**config.mk**
```make
export PLATFORM = sky130hd
export DESIGN_NAME = pixel_stream_arbiter
export DESIGN_NICKNAME = d
export VERILOG_FILES = /design/src/rtl/pixel_stream_arbiter.sv
export SDC_FILE = /design/constraint.sdc
export NUM_CORES = 1
export LEC_CHECK = 0
export CORE_AREA = 2 2 106 108
export DETAILED_ROUTE_END_ITERATION = 6
export DIE_AREA = 0 0 108 110
export PLACE_DENSITY = 0.82
export RECOVER_POWER = 50
export SETUP_SLACK_MARGIN = 0.1
export SYNTH_ARGS = -nofsm -noshare
export SYNTH_HDL_FRONTEND = slang
export SYNTH_SLANG_ARGS = --single-unit
```
**constraint.sdc**
```tcl
create_clock -name _clock -period 3.6 [get_ports _clock]
set_input_delay 0.54 -clock _clock [delete_from_list [all_inputs] [get_ports _clock]]
set_output_delay 0.54 -clock _clock [all_outputs]
set_load 0.02 [all_outputs]
```
**src/rtl/pixel_stream_arbiter.sv**
```systemverilog
// pixel_stream_arbiter: round-robin merge of NUM_SRC pixel streams into one
// registered sink stream tagged with the source index.
// Ports: _clock/_reset (sync, active-high), _start launches all sources,
// _ready/_valid/_out_0/_out_1/_out_src form the sink stream, _done flags the
// end of a run. Per-source side: src_start, src_ready, src_valid, src_done,
// src_out_0/src_out_1 (source i at [i*WIDTH +: WIDTH]).
// Optional: ARB_BEAT_CNT_EN adds _beats, a count of sink transfers per run.
module pixel_stream_arbiter #(
  parameter int NUM_SRC = 3,
  parameter int WIDTH   = 32,
  parameter int SRC_W   = 2
) (
  input  logic                     _clock,
  input  logic                     _reset,
  input  logic                     _start,
  input  logic                     _ready,
  output logic                     _valid,
  output logic                     _done,
  output logic signed [WIDTH-1:0]  _out_0,
  output logic signed [WIDTH-1:0]  _out_1,
  output logic [SRC_W-1:0]         _out_src,
`ifdef ARB_BEAT_CNT_EN
  output logic [31:0]              _beats,
`endif
  output logic [NUM_SRC-1:0]       src_start,
  output logic [NUM_SRC-1:0]       src_ready,
  input  logic [NUM_SRC-1:0]       src_valid,
  input  logic [NUM_SRC-1:0]       src_done,
  input  logic [NUM_SRC*WIDTH-1:0] src_out_0,
  input  logic [NUM_SRC*WIDTH-1:0] src_out_1
);

  typedef enum logic [1:0] {
    IDLE,
    LAUNCH,
    RUN,
    DONE
  } state_t;

  state_t             state;
  state_t             state_nx;
  logic [SRC_W-1:0]   rr;
  logic [SRC_W-1:0]   grant;
  logic [NUM_SRC-1:0] fin;
  logic               found;
  logic               load_en;
  logic               src_xfer;

  // The output register may take a new beat when empty or draining.
  assign load_en  = !_valid || _ready;
  assign src_xfer = (state == RUN) && found && load_en;

  assign src_start = {NUM_SRC{state == LAUNCH}};
  assign _done     = (state == DONE);
  assign src_ready = src_xfer ? (NUM_SRC'(1) << grant) : '0;

  // Round-robin scan starting just past the last served source;
  // finished sources are skipped even if they still show valid.
  always_comb begin
    int idx;
    found = 1'b0;
    grant = '0;
    idx   = 0;
    for (int k = 1; k <= NUM_SRC; k++) begin
      idx = (int'(rr) + k) % NUM_SRC;
      if (!found && src_valid[idx] && !fin[idx]) begin
        found = 1'b1;
        grant = SRC_W'(idx);
      end
    end
  end

  always_comb begin
    state_nx = state;
    unique case (state)
      IDLE:    if (_start) state_nx = LAUNCH;
      LAUNCH:  state_nx = RUN;
      RUN:     if (&fin && !_valid) state_nx = DONE;
      DONE:    if (_start) state_nx = LAUNCH;
      default: state_nx = IDLE;
    endcase
  end

  always_ff @(posedge _clock) begin
    if (_reset) begin
      state    <= IDLE;
      rr       <= SRC_W'(NUM_SRC - 1);
      fin      <= '0;
      _valid   <= 1'b0;
      _out_0   <= '0;
      _out_1   <= '0;
      _out_src <= '0;
    end else begin
      state <= state_nx;
      // Done is ignored during LAUNCH so a stale flag from the
      // previous run cannot finish a source early.
      if (state == LAUNCH) begin
        fin <= '0;
      end else if (state == RUN) begin
        fin <= fin | (src_done & ~src_valid);
      end
      if (src_xfer) begin
        _valid   <= 1'b1;
        _out_0   <= src_out_0[int'(grant)*WIDTH +: WIDTH];
        _out_1   <= src_out_1[int'(grant)*WIDTH +: WIDTH];
        _out_src <= grant;
        rr       <= grant;
      end else if (load_en) begin
        _valid <= 1'b0;
      end
    end
  end

`ifdef ARB_BEAT_CNT_EN
  // Cleared on the edge that accepts _start so it reads 0 in LAUNCH.
  always_ff @(posedge _clock) begin
    if (_reset) begin
      _beats <= '0;
    end else if (state_nx == LAUNCH) begin
      _beats <= '0;
    end else if (_valid && _ready) begin
      _beats <= _beats + 32'd1;
    end
  end
`endif

endmodule
```
==> results.yml, run 1 <==
logic_synthesis:
  syn_area_mm2: 0.00379
  yosys_register_bits: 73
  yosys_most_used_dff: "dfxtp_1"
  syn_area_per_cell_um2: 9.51
  yosysWarnings: 0
  ys_seq_area_share_pct: 38.6
  synth_cells: 398
  syn-num-nets: 608
  synth_edf_count: 0
  synthArstFlopShare_pct: 0
  ys_types: 50
routing:
  drc_errors: 0
  drt-total-wl_um: 14600
  vias_per_cell: 5.26
  first_pass_iters: 4
  detail-route-antenna-nets: 0
  drtIter0Drc: 271
  vias: 4232
  wire_per_inst_um: 18.1
clock_network:
  cts_root_buf: "clkbuf_8"
  cts_tree: "done"
  htree_levels: 3
  post_cts_buffers: 0
  worstSkewPairLatency_ps: 350
  path_clk_slew_ps: 70
  cts.sinks: 73
  holdBufCountCts: 0
  cts_buffers: 9
  clk_path_buf_depth: 2
flow_run:
  maxCapViolations: 0
pwr:
  clkPwrFrac_pct: 18.0
  power_frac_seq_pct: 28.2
  sw_frac_of_total_pct: 39.2
  power_density_mw_per_mm2: 607
  p_comb_share_pct: 53.7
  power.leakage_nw: 2.76
  ir_drop_mv: 0.279
  power.switching_mw: 1.64
  internal_power_mw: 2.54
cells_and_area:
  drive_gt1_share_pct: 5.86
  diodes: 0
  nets: 871
  final_cell_count_no_fill: 805
  area_growth_pct: 81.7
critical_path:
  worst-path-buf-inv: 2
  critical_path_depth: 8
  criticalPathCategory: "reg -> out"
  critPathMaxFanout: 6
  cp_slowest_cell: "clkdlybuf4s50_1"
  cp_top_family: "compound AO/OA/AOI/OAI gates"
  ff2ff_setup_slack_ps: 680
  path_cells: "inv_1 -> ha_1 -> nand2_1 -> a2111oi_4 -> nor2_1 -> o41ai_2 -> and3_1 -> clkdlybuf4s50_1"
  r2r_cells: 9
  worstPathArrival_ps: 2890
  worstPathRequired_ps: 3060
  rr_endpoint: "_out_0[15]"
  max_stage_delay_ps: 610
  cp-start-kind: "register"
  worstSetupEndpointType: "output pin"
  worstReg2RegStart: "rr[1]"
min_path:
  min_to: "_out_1[20]"
  hold_depth: 2
  hp-start: "_out_1[20]"
  hp-class: "reg -> reg"
global_routing:
  grt.busiest_layer: "met2"
  use_met1_pct: 24.5
  overflow: 0
  use_met2_pct: 43.4
  grt_pass1_vias: 4293
  grt_pass1_wl_um: 21400
  grt_max_degree: 53
  met3_usage_pct: 5.76
  antenna_found_initial: 0
  grt_usage_pct: 23.4
place:
  gp_congestion: 0.887
  place_inst: 790
  hpwl_um: 11300
  portBuffers: 275
floorplan:
  core_area_mm2: 0.0107
  rows: 38
  start_util_pct: 35.4
  pin_count: 276
  die-area_mm2: 0.0119
  dieHeight_um: 110
  fp.dieW_um: 108
sta:
  setup_violations: 0
  maxSlewViolCount: 0
  finalClockSkew_ps: 10.6
  setup_tns_ps: 0
  grt_setup_unrepaired: "true"
  timing.slew.headroom_pct: 36.0
  fmax_ghz: 0.292
  timing.final.crit_share_pct: 95.2
  fin_crit_ps: 3430
  hold_viol_final: 0
  tightest_slew_ps: 960
run_status:
  outcome: "finished, final reports clean"
## final cells by class
cell class	count	area, µm²
Clock inverter	2	60.1
Sequential cell	73	1460
Tap cell	140	175
Inverter	10	37.5
Timing Repair Buffer	287	2870
Clock buffer	13	169
Multi-Input combinational cell	280	2110
Fill cell	878	3820
## worst register-to-register path: stages, from the launching register on
cell and delay [ps]:
dfxtp_1 350, inv_1 90, ha_1 290, nand2_1 190
a2111oi_4 480, or2_1 230, a32o_4 520, buf_4 320
mux2i_1 230, o21ai_1 80
## registers in the layout, indices dropped and copies added (netlist names)
register	count
_out_0	32
_out_1	32
_out_src	2
_valid	1
fin	3
rr	1
state	2
## Yosys cell counts (all sizes together), types with 4 or more instances
library cell / number / area [µm²]
mux2i: 53 / 531
a221o: 10 / 100
a22oi: 53 / 398
o21ai: 52 / 260
buf: 23 / 165
a22o: 10 / 87.6
inv: 9 / 33.8
nor3: 4 / 20.0
ha: 8 / 100
clkbuf: 12 / 45.0
dfxtp: 73 / 1460
a21oi: 19 / 98.9
nand2: 8 / 30.0
nor2: 22 / 82.6
## stage by stage
stage | utilization [%] | setup slack [ps] | hold WS (ps) | total power [mW] | cell area, µm²
floorplan | - | 893 | 514 | 2.54 | 3790
global placement | 62.1 | 257 | 478 | 3.44 | 6640
detailed placement | 62.1 | 214 | 482 | 3.51 | 6640
CTS | 64.2 | 105 | 500 | 4.28 | 6870
global route | 64.3 | 23.8 | 508 | 4.42 | 6880
finish | 64.3 | 171 | 489 | 4.18 | 6880
## layout by cell type (no fill, tap or decap), drive strengths merged, types with 4 or more instances in the layout
cell           instances
clkdlybuf4s50        206
dfxtp                 73
dlygate4sd3           68
mux2i                 53
a22oi                 53
o21ai                 52
nor2                  22
a21oi                 19
clkbuf                14
buf                   11
a221o                 10
a22o                  10
inv                    9
nand2                  8
ha                     8
nor3                   4
## layer usage
metal  part of all wire [%]  up-vias
met2                     53      183
met5                      0        -
li1                       -     2036
met3                    7.1       38
met1                     36     1975
met4                    3.5        0
## timing repair
item                                   4_1_cts  5_1_grt
setup endpoints to repair                    2        2
resized for setup                            1        2
endpoints found under the hold margin        0        0
## cells by family (layout without fill, tap and decap cells)
group	count (synthesis)	count (layout)	share of synthesized area [%]
compound gates	163	163	30.2
fa+ha+maj	8	8	2.64
mux	55	55	14.6
flops	73	73	38.6
simple gates	54	54	7.40
buf+inv	45	312	6.54
## power by group through the flow
stage	combinational [mW]	sequential (mW)	clock [mW]
floorplan	1.09	1.45	0
global placement	2.25	1.19	0
detailed placement	2.31	1.20	0
CTS	2.33	1.19	0.765
global route	2.40	1.21	0.808
finish	2.24	1.18	0.754
## worst max path at each step
| stage | from | end | slack, ps |
|---|---|---|---|
| 3_3_place_gp | src_valid[1] | src_ready[0] | 260 |
| 4_1_cts | _out_src[0] | src_ready[0] | 100 |
| 2_1_floorplan | _out_src[0] | src_ready[2] | 890 |
| 6_report | rr[1] | src_ready[0] | 170 |
| 5_1_grt | _out_src[0] | src_ready[0] | 20 |
| 3_5_place_dp | src_valid[1] | src_ready[0] | 210 |
(Power assumes the default switching activity.)
==> run 2, diff against run 1 <==
--- a/config.mk
+++ b/config.mk
@@ -8,6 +8,7 @@
 export CORE_AREA = 2 2 106 108
 export DETAILED_ROUTE_END_ITERATION = 6
 export DIE_AREA = 0 0 108 110
+export HOLD_SLACK_MARGIN = 0.1
 export PLACE_DENSITY = 0.82
 export RECOVER_POWER = 50
 export SETUP_SLACK_MARGIN = 0.1
==> constraint.sdc (replaced) <==
create_clock -name _clock -period 3.6 [get_ports _clock]
set_input_delay 0.72 -clock _clock [delete_from_list [all_inputs] [get_ports _clock]]
set_output_delay 0.72 -clock _clock [all_outputs]
set_load 0.02 [all_outputs]
==> run 2 against run 1 <==
Compared with the run above:
- first-iteration DRC count decreased by 18%
- wire length decreased by 1.1%
- sequential cell count unchanged
- hold slack improved by 2.4 ps
- register-to-register slack got worse by 20 ps
- non-clock buffer count increased by 7
- critical path depth unchanged
- utilization increased by 0.49 points
- count of clock-buffer cells in the layout decreased by 3
- power increased by 0.27%
- setup slack got worse by 45 ps
- clock power decreased by 3.3%
- critical path type is now in -> out
- largest cell class unchanged
- largest power group unchanged
==> results.yml, run 2 (synthesized netlist as in run 1, its figures left out) <==
global_routing:
  grt_usage_pct: 23.3
  grt_pass1_vias: 4251
  antenna_found_initial: 0
  grt_max_degree: 53
  grt_pass1_wl_um: 21300
  overflow: 0
floorplan:
  pin_count: 276
  rows: 38
  dieHeight_um: 110
  start_util_pct: 35.4
  die-area_mm2: 0.0119
  core_area_mm2: 0.0107
  fp.dieW_um: 108
clock_network:
  cts_root_buf: "clkbuf_8"
  cts_tree: "done"
  post_cts_buffers: 0
  cts_buffers: 9
  clk_path_buf_depth: 2
  cts.sinks: 73
  worstSkewPairLatency_ps: 350
  holdBufCountCts: 0
  htree_levels: 3
  path_clk_slew_ps: 70
critical_path:
  crit_start: "src_valid[1]"
  cp-start-kind: "input pin"
  critPathMaxFanout: 4
  path_cells: "clkdlybuf4s50_1 -> and3b_1 -> a2111oi_4 -> clkbuf_4 -> or2_1 -> a32oi_1 -> nor2_1 -> dlygate4sd2_1"
  worstPathRequired_ps: 2880
  criticalPathCategory: "in -> out"
  r2r_cells: 10
  max_stage_delay_ps: 450
  rr_endpoint: "_out_0[26]"
  cp_slowest_cell: "clkdlybuf4s50_1"
  worstReg2RegStart: "_out_src[0]"
  ff2ff_setup_slack_ps: 660
  worstPathArrival_ps: 2750
  critical_path_depth: 8
  worstSetupEndpointType: "output pin"
  endpoint: "src_ready[1]"
  cp_top_family: "buffers and inverters"
  worst-path-buf-inv: 3
cells_and_area:
  area_growth_pct: 83.1
  diodes: 0
  layout_common_cells: "204 x clkdlybuf4s50_1, 73 x dfxtp_1, 68 x dlygate4sd3_1, 53 x mux2i_1, 53 x a22oi_1"
  fillCellCount: 889
  nets: 878
  drive_gt1_share_pct: 7.29
  multi_input_area_mm2: 0.00211
  layout_commonest_cell: "clkdlybuf4s50_1"
  regArea_mm2: 0.00146
  top_regs: "_out_0 (32), _out_1 (32), fin (3)"
  final_cell_count_no_fill: 812
pwr:
  power_mw: 4.19
  power_density_mw_per_mm2: 604
  ir_drop_mv: 0.281
  power.leakage_nw: 2.79
sta:
  setup_violations: 0
  finalClockSkew_ps: 8.06
  maxSlewViolCount: 0
  fin_crit_ps: 3470
  tightest_slew_ps: 1270
  grt_setup_unrepaired: "true"
  holdWs_ps: 492
  timing.slew.headroom_pct: 15.1
  hold_viol_final: 0
  timing.final.crit_share_pct: 96.5
  fmax_ghz: 0.288
routing:
  drtIter0Drc: 223
  wire_per_inst_um: 17.8
  detail-route-antenna-nets: 0
  vias: 4300
  first_pass_iters: 4
  vias_per_cell: 5.30
  drc_errors: 0
  drt-total-wl_um: 14400
place:
  place_inst: 797
  gp_congestion: 0.892
  portBuffers: 275
  hpwl_um: 11200
min_path:
  hp-class: "reg -> reg"
run_status:
  outcome: "finished, final reports clean"
flow_run:
  maxCapViolations: 0
[run 2: layer usage]
metal	global-route usage, %	part of all wire, %	up-vias
met5	0	0	-
met2	41.4	51	201
met4	12.9	3.5	0
met1	25.8	37	2003
met3	5.35	7.6	38
li1	-	-	2058
[run 2: layout make-up]
cell class	count	area share, %
multi-input combinational	280	30.5
inverter	10	0.542
clock inverter	5	1.16
timing repair buffer	294	42.2
tap	140	2.53
clock buffer	10	1.99
sequential	73	21.1
[run 2: metrics by stage]
stage / utilization, % / area (µm²) / setup TNS [ps] / setup slack, ps
global route: 64.8 / 6930 / 0 / 57.1
CTS: 64.7 / 6920 / 0 / 158
global placement: 62.7 / 6700 / -75.0 / -58.9
detailed placement: 62.7 / 6700 / -215 / -110
floorplan: - / 3790 / 0 / 713
finish: 64.8 / 6930 / 0 / 126
[run 2: power breakdown]
group	leakage (nW)	internal (mW)	switching, mW
logic	2.09	1.09	1.20
registers	0.594	1.05	0.128
clock network	0.104	0.404	0.324
[run 2: worst reg2reg max path: stages, from the launching register on]
cell       delay, ps
dfxtp_1          390
inv_1            110
ha_1             270
and3b_1          220
a2111oi_4        350
clkbuf_4         210
or2_1            130
buf_4            130
nand2_1           60
a211o_2          680
o21ai_0          320
[run 2: how the worst min path moves through the flow]
stage	start	to	slack, ps	depth (start not counted)
2_1_floorplan	fin[0]	fin[0]	510	2
3_5_place_dp	_out_1[11]	_out_1[11]	480	2
4_1_cts	_out_0[24]	_out_0[24]	500	2
5_1_grt	_out_0[24]	_out_0[24]	510	2
6_report	_out_0[31]	_out_0[31]	490	2
3_3_place_gp	_out_1[15]	_out_1[15]	480	2
[run 2: repair_timing]
item | 4_1_cts | 5_1_grt
pin swaps | 0 | 0
resized for setup | 4 | 3
endpoints found under the setup margin | 3 | 2
